==> config.mk <==
export PLATFORM = sky130hd
export DESIGN_NAME = writeback_buffer
export DESIGN_NICKNAME = d
export VERILOG_FILES = /design/src/rtl/writeback_buffer_pkg.sv /design/src/rtl/writeback_buffer_bypass.sv /design/src/rtl/writeback_buffer.sv
export SDC_FILE = /design/constraint.sdc
export NUM_CORES = 1
export LEC_CHECK = 0
export CAP_MARGIN = 30
export CORE_MARGIN = 2
export CORE_UTILIZATION = 30
export DETAILED_ROUTE_END_ITERATION = 12
export PLACE_DENSITY = 0.59
export SKIP_CTS_REPAIR_TIMING = 1
export SLEW_MARGIN = 10
export SYNTH_ARGS = -nofsm -noshare
export SYNTH_HDL_FRONTEND = slang
export SYNTH_SLANG_ARGS = --single-unit
==> constraint.sdc <==
create_clock -name clk -period 6.3 [get_ports clk]
set_input_delay 1.26 -clock clk [delete_from_list [all_inputs] [get_ports clk]]
set_output_delay 1.26 -clock clk [all_outputs]
set_load 0.02 [all_outputs]
==> src/rtl/writeback_buffer_pkg.sv <==
// rtl/writeback_buffer_pkg.sv - shared constants and entry record for the writeback buffer
package writeback_buffer_pkg;

  localparam int DATA_W   = 8;
  localparam int ADDR_W   = 4;
  localparam int NUM_REGS = 8;
  localparam logic [ADDR_W-1:0] REG_ZERO = '0;

  typedef struct packed {
    logic              valid;
    logic [ADDR_W-1:0] adr;
    logic [DATA_W-1:0] data;
  } entry_t;

  // Register 0 is hard-wired and anything past NUM_REGS does not exist.
  function automatic logic is_legal_adr(input logic [ADDR_W-1:0] adr);
    return (adr != REG_ZERO) && (adr < ADDR_W'(NUM_REGS));
  endfunction

endpackage

==> src/rtl/writeback_buffer_bypass.sv <==
// rtl/writeback_buffer_bypass.sv - youngest-match search over the pending write entries
module wb_bypass_match
  import writeback_buffer_pkg::*;
#(
  parameter int DEPTH = 4,
  parameter int PW    = $clog2(DEPTH),
  parameter int CW    = $clog2(DEPTH) + 1
) (
  input  entry_t [DEPTH-1:0] entries_i,
  input  logic [PW-1:0]      head_i,
  input  logic [CW-1:0]      count_i,
  input  logic [ADDR_W-1:0]  look_adr_i,
  output logic               hit_o,
  output logic [DATA_W-1:0]  fwd_data_o
);

  logic [PW-1:0] idx;

  // Walk oldest to youngest so a later match overrides an earlier one.
  always_comb begin
    hit_o      = 1'b0;
    fwd_data_o = '0;
    idx        = '0;
    for (int i = 0; i < DEPTH; i++) begin
      idx = head_i + PW'(i);
      if ((CW'(i) < count_i) && entries_i[idx].valid &&
          (entries_i[idx].adr == look_adr_i) && (look_adr_i != REG_ZERO)) begin
        hit_o      = 1'b1;
        fwd_data_o = entries_i[idx].data;
      end
    end
  end

endmodule

==> src/rtl/writeback_buffer.sv <==
// rtl/writeback_buffer.sv - in-order register write queue with read-port bypass
module writeback_buffer
  import writeback_buffer_pkg::*;
#(
  parameter int DEPTH = 4
) (
  input  logic                   clk,
  input  logic                   rst,
  input  logic                   flush,
  input  logic                   reqValid,
  output logic                   reqReady,
  input  logic [ADDR_W-1:0]      reqAdr,
  input  logic [DATA_W-1:0]      reqData,
  input  logic                   rfGrant,
  output logic                   writeEn,
  output logic [ADDR_W-1:0]      writeAdr,
  output logic [DATA_W-1:0]      writeData,
  input  logic [ADDR_W-1:0]      lookAdr1,
  input  logic [ADDR_W-1:0]      lookAdr2,
  output logic                   hit1,
  output logic                   hit2,
  output logic [DATA_W-1:0]      fwdData1,
  output logic [DATA_W-1:0]      fwdData2,
  output logic [$clog2(DEPTH):0] count,
  output logic                   empty,
  output logic                   full
);

  localparam int PW = $clog2(DEPTH);
  localparam int CW = PW + 1;

  entry_t [DEPTH-1:0] entries_q, entries_d;
  logic [PW-1:0]      head_q, head_d;
  logic [PW-1:0]      tail_q, tail_d;
  logic [CW-1:0]      count_q, count_d;
  logic               push, pop;
  entry_t             head_entry;

  assign empty      = (count_q == '0);
  assign full       = (count_q == CW'(DEPTH));
  assign count      = count_q;
  assign reqReady   = !full && !flush;
  assign writeEn    = !empty && rfGrant && !flush;
  assign pop        = writeEn;
  // Illegal destinations still complete the handshake; they just never land.
  assign push       = reqValid && reqReady && is_legal_adr(reqAdr);
  assign head_entry = entries_q[head_q];
  assign writeAdr   = empty ? '0 : head_entry.adr;
  assign writeData  = empty ? '0 : head_entry.data;

  always_comb begin
    entries_d = entries_q;
    head_d    = head_q;
    tail_d    = tail_q;
    count_d   = count_q;
    if (flush) begin
      head_d  = '0;
      tail_d  = '0;
      count_d = '0;
      for (int i = 0; i < DEPTH; i++) entries_d[i].valid = 1'b0;
    end else begin
      if (pop) begin
        entries_d[head_q].valid = 1'b0;
        head_d = head_q + PW'(1);
      end
      if (push) begin
        entries_d[tail_q] = '{valid: 1'b1, adr: reqAdr, data: reqData};
        tail_d = tail_q + PW'(1);
      end
      count_d = count_q + CW'(push) - CW'(pop);
    end
  end

  always_ff @(posedge clk or negedge rst) begin
    if (!rst) begin
      entries_q <= '0;
      head_q    <= '0;
      tail_q    <= '0;
      count_q   <= '0;
    end else begin
      entries_q <= entries_d;
      head_q    <= head_d;
      tail_q    <= tail_d;
      count_q   <= count_d;
    end
  end

  wb_bypass_match #(.DEPTH(DEPTH)) u_match1 (
    .entries_i (entries_q),
    .head_i    (head_q),
    .count_i   (count_q),
    .look_adr_i(lookAdr1),
    .hit_o     (hit1),
    .fwd_data_o(fwdData1)
  );

  wb_bypass_match #(.DEPTH(DEPTH)) u_match2 (
    .entries_i (entries_q),
    .head_i    (head_q),
    .count_i   (count_q),
    .look_adr_i(lookAdr2),
    .hit_o     (hit2),
    .fwd_data_o(fwdData2)
  );

endmodule

# Word-level counts from Yosys, hierarchy flattened
# Index checks and enable logic that the tools add are counted.
[totals]
in_bits = 25
word_cells = 123
ff_bits = 59
output_inout_bits = 37
[classes]
n_addsub = 6
reduce_logical = 37
n_eq_ne = 9
n_lt_le_gt_ge = 12
mux = 44
[ops]
columns = ["cell", "n"]
rows = [
  ["52-bit two-way mux", 3],
  ["13-bit binary-select mux with 2-bit select", 4],
  ["52-bit bitwise mux", 2],
  ["13-bit two-way mux", 6],
  ["8-bit two-way mux", 9],
  ["13-bit demux with 2-bit select", 2],
  ["4-bit == test", 8],
  ["1-bit logical AND", 28],
  ["2-bit by 3-bit < comparator with 1-bit output (second input constant)", 5],
  ["1-bit two-way mux", 12],
  ["4-bit nonzero test", 3],
  ["2-bit two-way mux", 4],
  ["1-bit by 3-bit < comparator with 1-bit output (first input constant)", 2],
  ["2-bit by 3-bit < comparator with 1-bit output (first input constant)", 2],
  ["2-bit by 1-bit adder with 2-bit output (second input constant)", 2],
  ["2-bit adder (second input constant)", 2],
  ["2-bit by 1-bit >= comparator with 1-bit output (second input constant)", 2],
  ["4-bit < comparator (second input constant)", 1],
  ["4-bit two-way mux", 1],
  ["2-bit nonzero test", 2],
  ["3-bit by 1-bit adder with 3-bit output", 1],
  ["3-bit == test (second input constant)", 1],
  ["1-bit zero test", 3],
  ["3-bit zero test", 1],
  ["2 further kinds", 2],
]

# Longest topological paths before layout
# Gate-level depths: netlist of run 1.
[depth]
word_depth = 10
ltp_mapped = 15
depth_no_buf = 12

# Cells and area by module
# From an unflattened synthesis of run 1, not the netlist that was laid out.
[unflattened]
cells_unflattened = 483
hier_area_um2 = 6836.6
[by_module_without_submodules]
columns = ["mod", "area_each_um2", "n_inst", "cells_each"]
rows = [
  ["wb_bypass_match", 1890.6, 2, 141],
  ["writeback_buffer", 3055.4, 1, 201],
]

# Worst setup path after synthesis of run 1
# No wires, ideal clock.
[synth_timing]
kind = "reg-to-output"
startpoint = "reg head_q[0]"
endpoint = "out fwdData2[7]"
path_slack_ps = 992
arrival_ps = 4048
path_buffers = 6
t_required_ps = 5040
path_stages_with_launch = 15
cell_sequence = "dfrtp_1 -> buf_6 -> buf_12 -> buf_2 -> buf_2 -> buf_2 -> inv_1 -> ha_1 -> buf_2 -> mux4_1 -> xor2_1 -> nor3_1 -> nand2_1 -> a221oi_1 -> a2bb2oi_1"
[synth_between]
elab_chain_len = 9
[synth_rtl]
columns = ["element", "line", "source"]
rows = [
  ["from (decl)", "writeback_buffer.sv:33", "logic [PW-1:0] head_q, head_d;"],
  ["from (signal assigned)", "writeback_buffer.sv:77", "head_q <= '0;"],
  ["from (signal assigned)", "writeback_buffer.sv:82", "head_q <= head_d;"],
  ["2-bit by 1-bit adder with 2-bit output / 13-bit binary-select mux with 2-bit select (equally long branches)", "--", ""],
  ["13-bit binary-select mux with 2-bit select / 13-bit two-way mux (equally long branches)", "writeback_buffer_bypass.sv:26, writeback_buffer_bypass.sv:27, writeback_buffer_bypass.sv:29", ""],
  ["13-bit two-way mux (not written as such), or another cell as far along", "writeback_buffer_bypass.sv:26", "if ((CW'(i) < count_i) && entries_i[idx].valid &&"],
  ["4-bit == test / 1-bit logical AND (equally long branches)", "writeback_buffer_bypass.sv:27, writeback_buffer_bypass.sv:26", ""],
  ["1-bit logical AND (on tied branches)", "writeback_buffer_bypass.sv:26, writeback_buffer_bypass.sv:27", ""],
  ["1-bit logical AND / 8-bit two-way mux (equally long branches)", "writeback_buffer_bypass.sv:27, writeback_buffer_bypass.sv:26", ""],
  ["8-bit two-way mux (2 in a row)", "writeback_buffer_bypass.sv:26", ""],
  ["8-bit two-way mux *", "writeback_buffer_bypass.sv:26", ""],
  ["to (decl)", "writeback_buffer.sv:23", "output logic [DATA_W-1:0] fwdData2,"],
]
# Every way passes the cells marked *; elsewhere a longest branch is shown, timed or not. The select of a mux whose other input is x is not followed.

# Worst setup path after layout of run 1
[layout_timing]
startpoint = "in lookAdr2[0]"
endpoint = "out fwdData2[0]"
[layout_between]
elab_chain_len = 7
[layout_rtl]
columns = ["element", "line", "source"]
rows = [
  ["from (decl)", "writeback_buffer.sv:19", "input logic [ADDR_W-1:0] lookAdr2,"],
  ["4-bit == test", "writeback_buffer_bypass.sv:27", "(entries_i[idx].adr == look_adr_i) && (look_adr_i != REG_ZERO)) begin"],
  ["1-bit logical AND", "writeback_buffer_bypass.sv:26", ""],
  ["1-bit logical AND", "writeback_buffer_bypass.sv:27", ""],
  ["8-bit two-way mux (3 in a row)", "writeback_buffer_bypass.sv:26", ""],
  ["8-bit two-way mux *", "writeback_buffer_bypass.sv:26", ""],
]
# Every way passes the cells marked *; elsewhere a longest branch is shown, timed or not.

==> results of run 1 <==
-- worst reg2reg max path: stages, from the launching register on --
cell and delay [ps]:
dfrtp_1 440, inv_1 140, nor3_1 80, nor2_1 200, nor4bb_1 310, buf_4 200
inv_1 60, ha_1 260, inv_1 50, ha_1 120, inv_1 50, fa_1 380
xnor2_1 150, nor2_1 50
-- worst max path at each step --
stage,startpoint,end,depth (start not counted)
6_report,lookAdr2[0],fwdData2[0],7
3_5_place_dp,lookAdr2[0],fwdData2[0],7
2_1_floorplan,head_q[0],fwdData2[7],14
3_3_place_gp,lookAdr2[2],fwdData2[4],7
5_1_grt,lookAdr2[2],fwdData2[2],7
4_1_cts,lookAdr2[0],fwdData2[0],7
-- Yosys cell counts, types with 8 or more instances --
cell       n  area (um2)
mux2_2    46         518
nor2b_1   15        93.8
nor2_1    12        45.0
nor3_1     8        40.0
buf_1      8        30.0
dfrtp_1   59        1480
clkbuf_1  15        56.3
xnor2_1   26         228
mux2i_1   11         110
nand3_1   12        60.1
nor3b_1   10        75.1
ha_1      12         150
o221ai_1   8        70.1
nand2_1   31         116
inv_1     14        52.6
mux4_2    40         901
xor2_1     9        78.8
buf_2     11        55.1
mux4_1    11         289
-- layer usage --
layer	vias up	GRT usage, %
met1	1904	20.0
li1	1675	-
met3	18	2.61
met4	0	5.56
met2	94	24.6
met5	-	0
-- stage by stage --
stage,std cells,power [mW],hold slack [ps],util [%]
global placement,671,1.60,519,35.8
detailed placement,671,1.61,547,35.8
finish,686,2.03,568,37.4
CTS,686,2.05,563,37.4
floorplan,420,1.28,491,-
global route,686,2.15,598,37.4
-- registers in the layout, summed over array words and instances, names as in the netlist --
name	cells
entries_q	52
count	3
head_q	2
tail_q	2
-- power by group --
| group | total, mW | switching (mW) | internal (mW) |
|---|---|---|---|
| clock network | 0.425 | 0.153 | 0.272 |
| registers | 0.542 | 0.0887 | 0.453 |
| logic | 1.06 | 0.525 | 0.537 |
-- logic make-up (layout without fill, tap and decap cells) --
logic type      after synthesis  after routing  synth area share, %
simple gates                122            122                 13.6
mux                         108            108                 36.9
flops                        59             59                 29.9
buf+inv                      50            100                 4.57
xor+xnor                     35             35                 6.22
compound gates               33             33                 5.30
fa+ha+maj                    13             13                 3.45
-- layout make-up --
cell class,instances,area (um2)
Clock buffer,12,246
Sequential cell,59,1480
Tap cell,216,270
Inverter,14,52.6
Multi-Input combinational cell,311,3250
Clock inverter,3,15.0
Fill cell,1574,10000
Timing Repair Buffer,71,681
==> impl_metrics.json, run 1 <==
{
  "cap_viol_max_count": 0,
  "worstPathArrival_ps": 4270,
  "port_buffers": 61,
  "grt_pass1_wl_mm": 20.8,
  "power_density_nw_per_um2": 339,
  "routed.top_layer": "met4",
  "r2r_start": "count[2]",
  "grtUsageTotal_pct": 15.0,
  "drive_gt1_share_pct": 25.3,
  "ys_warn_count": 0,
  "start_util_pct": 30.8,
  "cp_top_family": "simple AND/OR/NAND/NOR gates",
  "clkTransAtPathRegs_ps": 50,
  "antenna_found_initial": 0,
  "cpMaxStageDelayCell": "nor4_1",
  "final_common_cell": "clkdlybuf4s50_1",
  "syn_area_per_cell_um2": 11.7,
  "rsz0062_at_grt": "no",
  "num_rows": 46,
  "core-area_um2": 16000,
  "wl_mm": 12.9,
  "wl_met2_mm": 6.40,
  "grt_pass1_vias": 3766,
  "r2r_cells": 13,
  "maxSlewViolCount": 0,
  "fin_ws_ps": 773,
  "yosysSeqAreaShare_pct": 29.9,
  "htree_levels": 3,
  "synthFlopType": "dfrtp_1",
  "synth_cell_types": 45,
  "place_ws_ps": 799,
  "min_delay_path_depth": 1,
  "gr-total-overflow": 0,
  "setup_viol": 0,
  "r2r_slack_ps": 3680,
  "cp_data_required_time_ps": 5040,
  "critPathMaxStageDelay_ps": 790,
  "slew_headroom_pct": 41.2,
  "fin_crit_ps": 5530,
  "fin_crit_sh_pct": 87.7,
  "die_x_um": 132,
  "r2r-end": "count[2]",
  "final_area_um2": 5990,
  "status": "finished clean",
  "wl_per_cell_um": 18.8,
  "skew_ps": 2.32,
  "syn_inst": 420,
  "avgViaCountPerCell": 5.38,
  "fmaxAchievable_mhz": 181,
  "m1WireLength_mm": 5.80,
  "path_max_fanout": 16,
  "critPathBufInv": 2,
  "cpMostUsedCell": "clkdlybuf4s50_1",
  "dpl.hpwl_mm": 9.75,
  "start_kind": "input pin",
  "antenna_cells": 0,
  "min_path_type": "flop to flop",
  "cp-end-kind": "output port",
  "place_area_um2": 5730,
  "drtPass1Iterations": 4,
  "crit_type": "input pin to output port",
  "cts_sinks": 59,
  "areaGrowthSynthToFinish_pct": 21.5,
  "first_iter_violations": 217,
  "async_flop_share_pct": 100,
  "cts_inserted_buffers": 9,
  "hold_violations": 0,
  "vdd_drop_max_uv": 120,
  "hold_path_end": "entries_q[50]",
  "worst_pin_slew_ps": 875,
  "ys_ff_latch": 59,
  "num_vias": 3691,
  "cts_tree": "built",
  "final_cell_mix": "clkdlybuf4s50_1 (60), dfrtp_1 (58), mux2_2 (46)",
  "ctsRootBufferMaster": "clkbuf_16",
  "wl_met3_um": 481,
  "ant_nets": 0,
  "place.gp.congestion": 0.903,
  "syn-num-nets": 458,
  "die_h_um": 132,
  "cts.path.max_buffers": 2,
  "fin_nets": 504,
  "synth-edff-count": 0,
  "clk-insertion-delay-late_ps": 320,
  "netlist_area_um2": 4930,
  "route.detailed.drc": 0,
  "die-area_um2": 17500,
  "pin_count": 62,
  "grt_max_degree": 60,
  "hold_start": "entries_q[50]",
  "p_leak_nw": 2.37,
  "fin_setup_tns_ps": 0,
  "crit_chain": "clkdlybuf4s50_1 > nor4_1 > nor3_1 > and2_1 > a221oi_1 > a2bb2oi_1 > clkdlybuf4s50_1"
}
No activity file was read; power rests on OpenSTA's default activity.
==> run 2, diff against run 1 <==
- CTS_CLUSTER_SIZE: unset -> 14
==> results of run 2 <==
The final DEF is identical to that of run 1; final timing and power are the same.
==> run 3, diff against run 2 <==
- HOLD_SLACK_MARGIN: unset -> 0.08
==> results of run 3 <==
The final DEF is identical to that of run 1; final timing and power are the same.
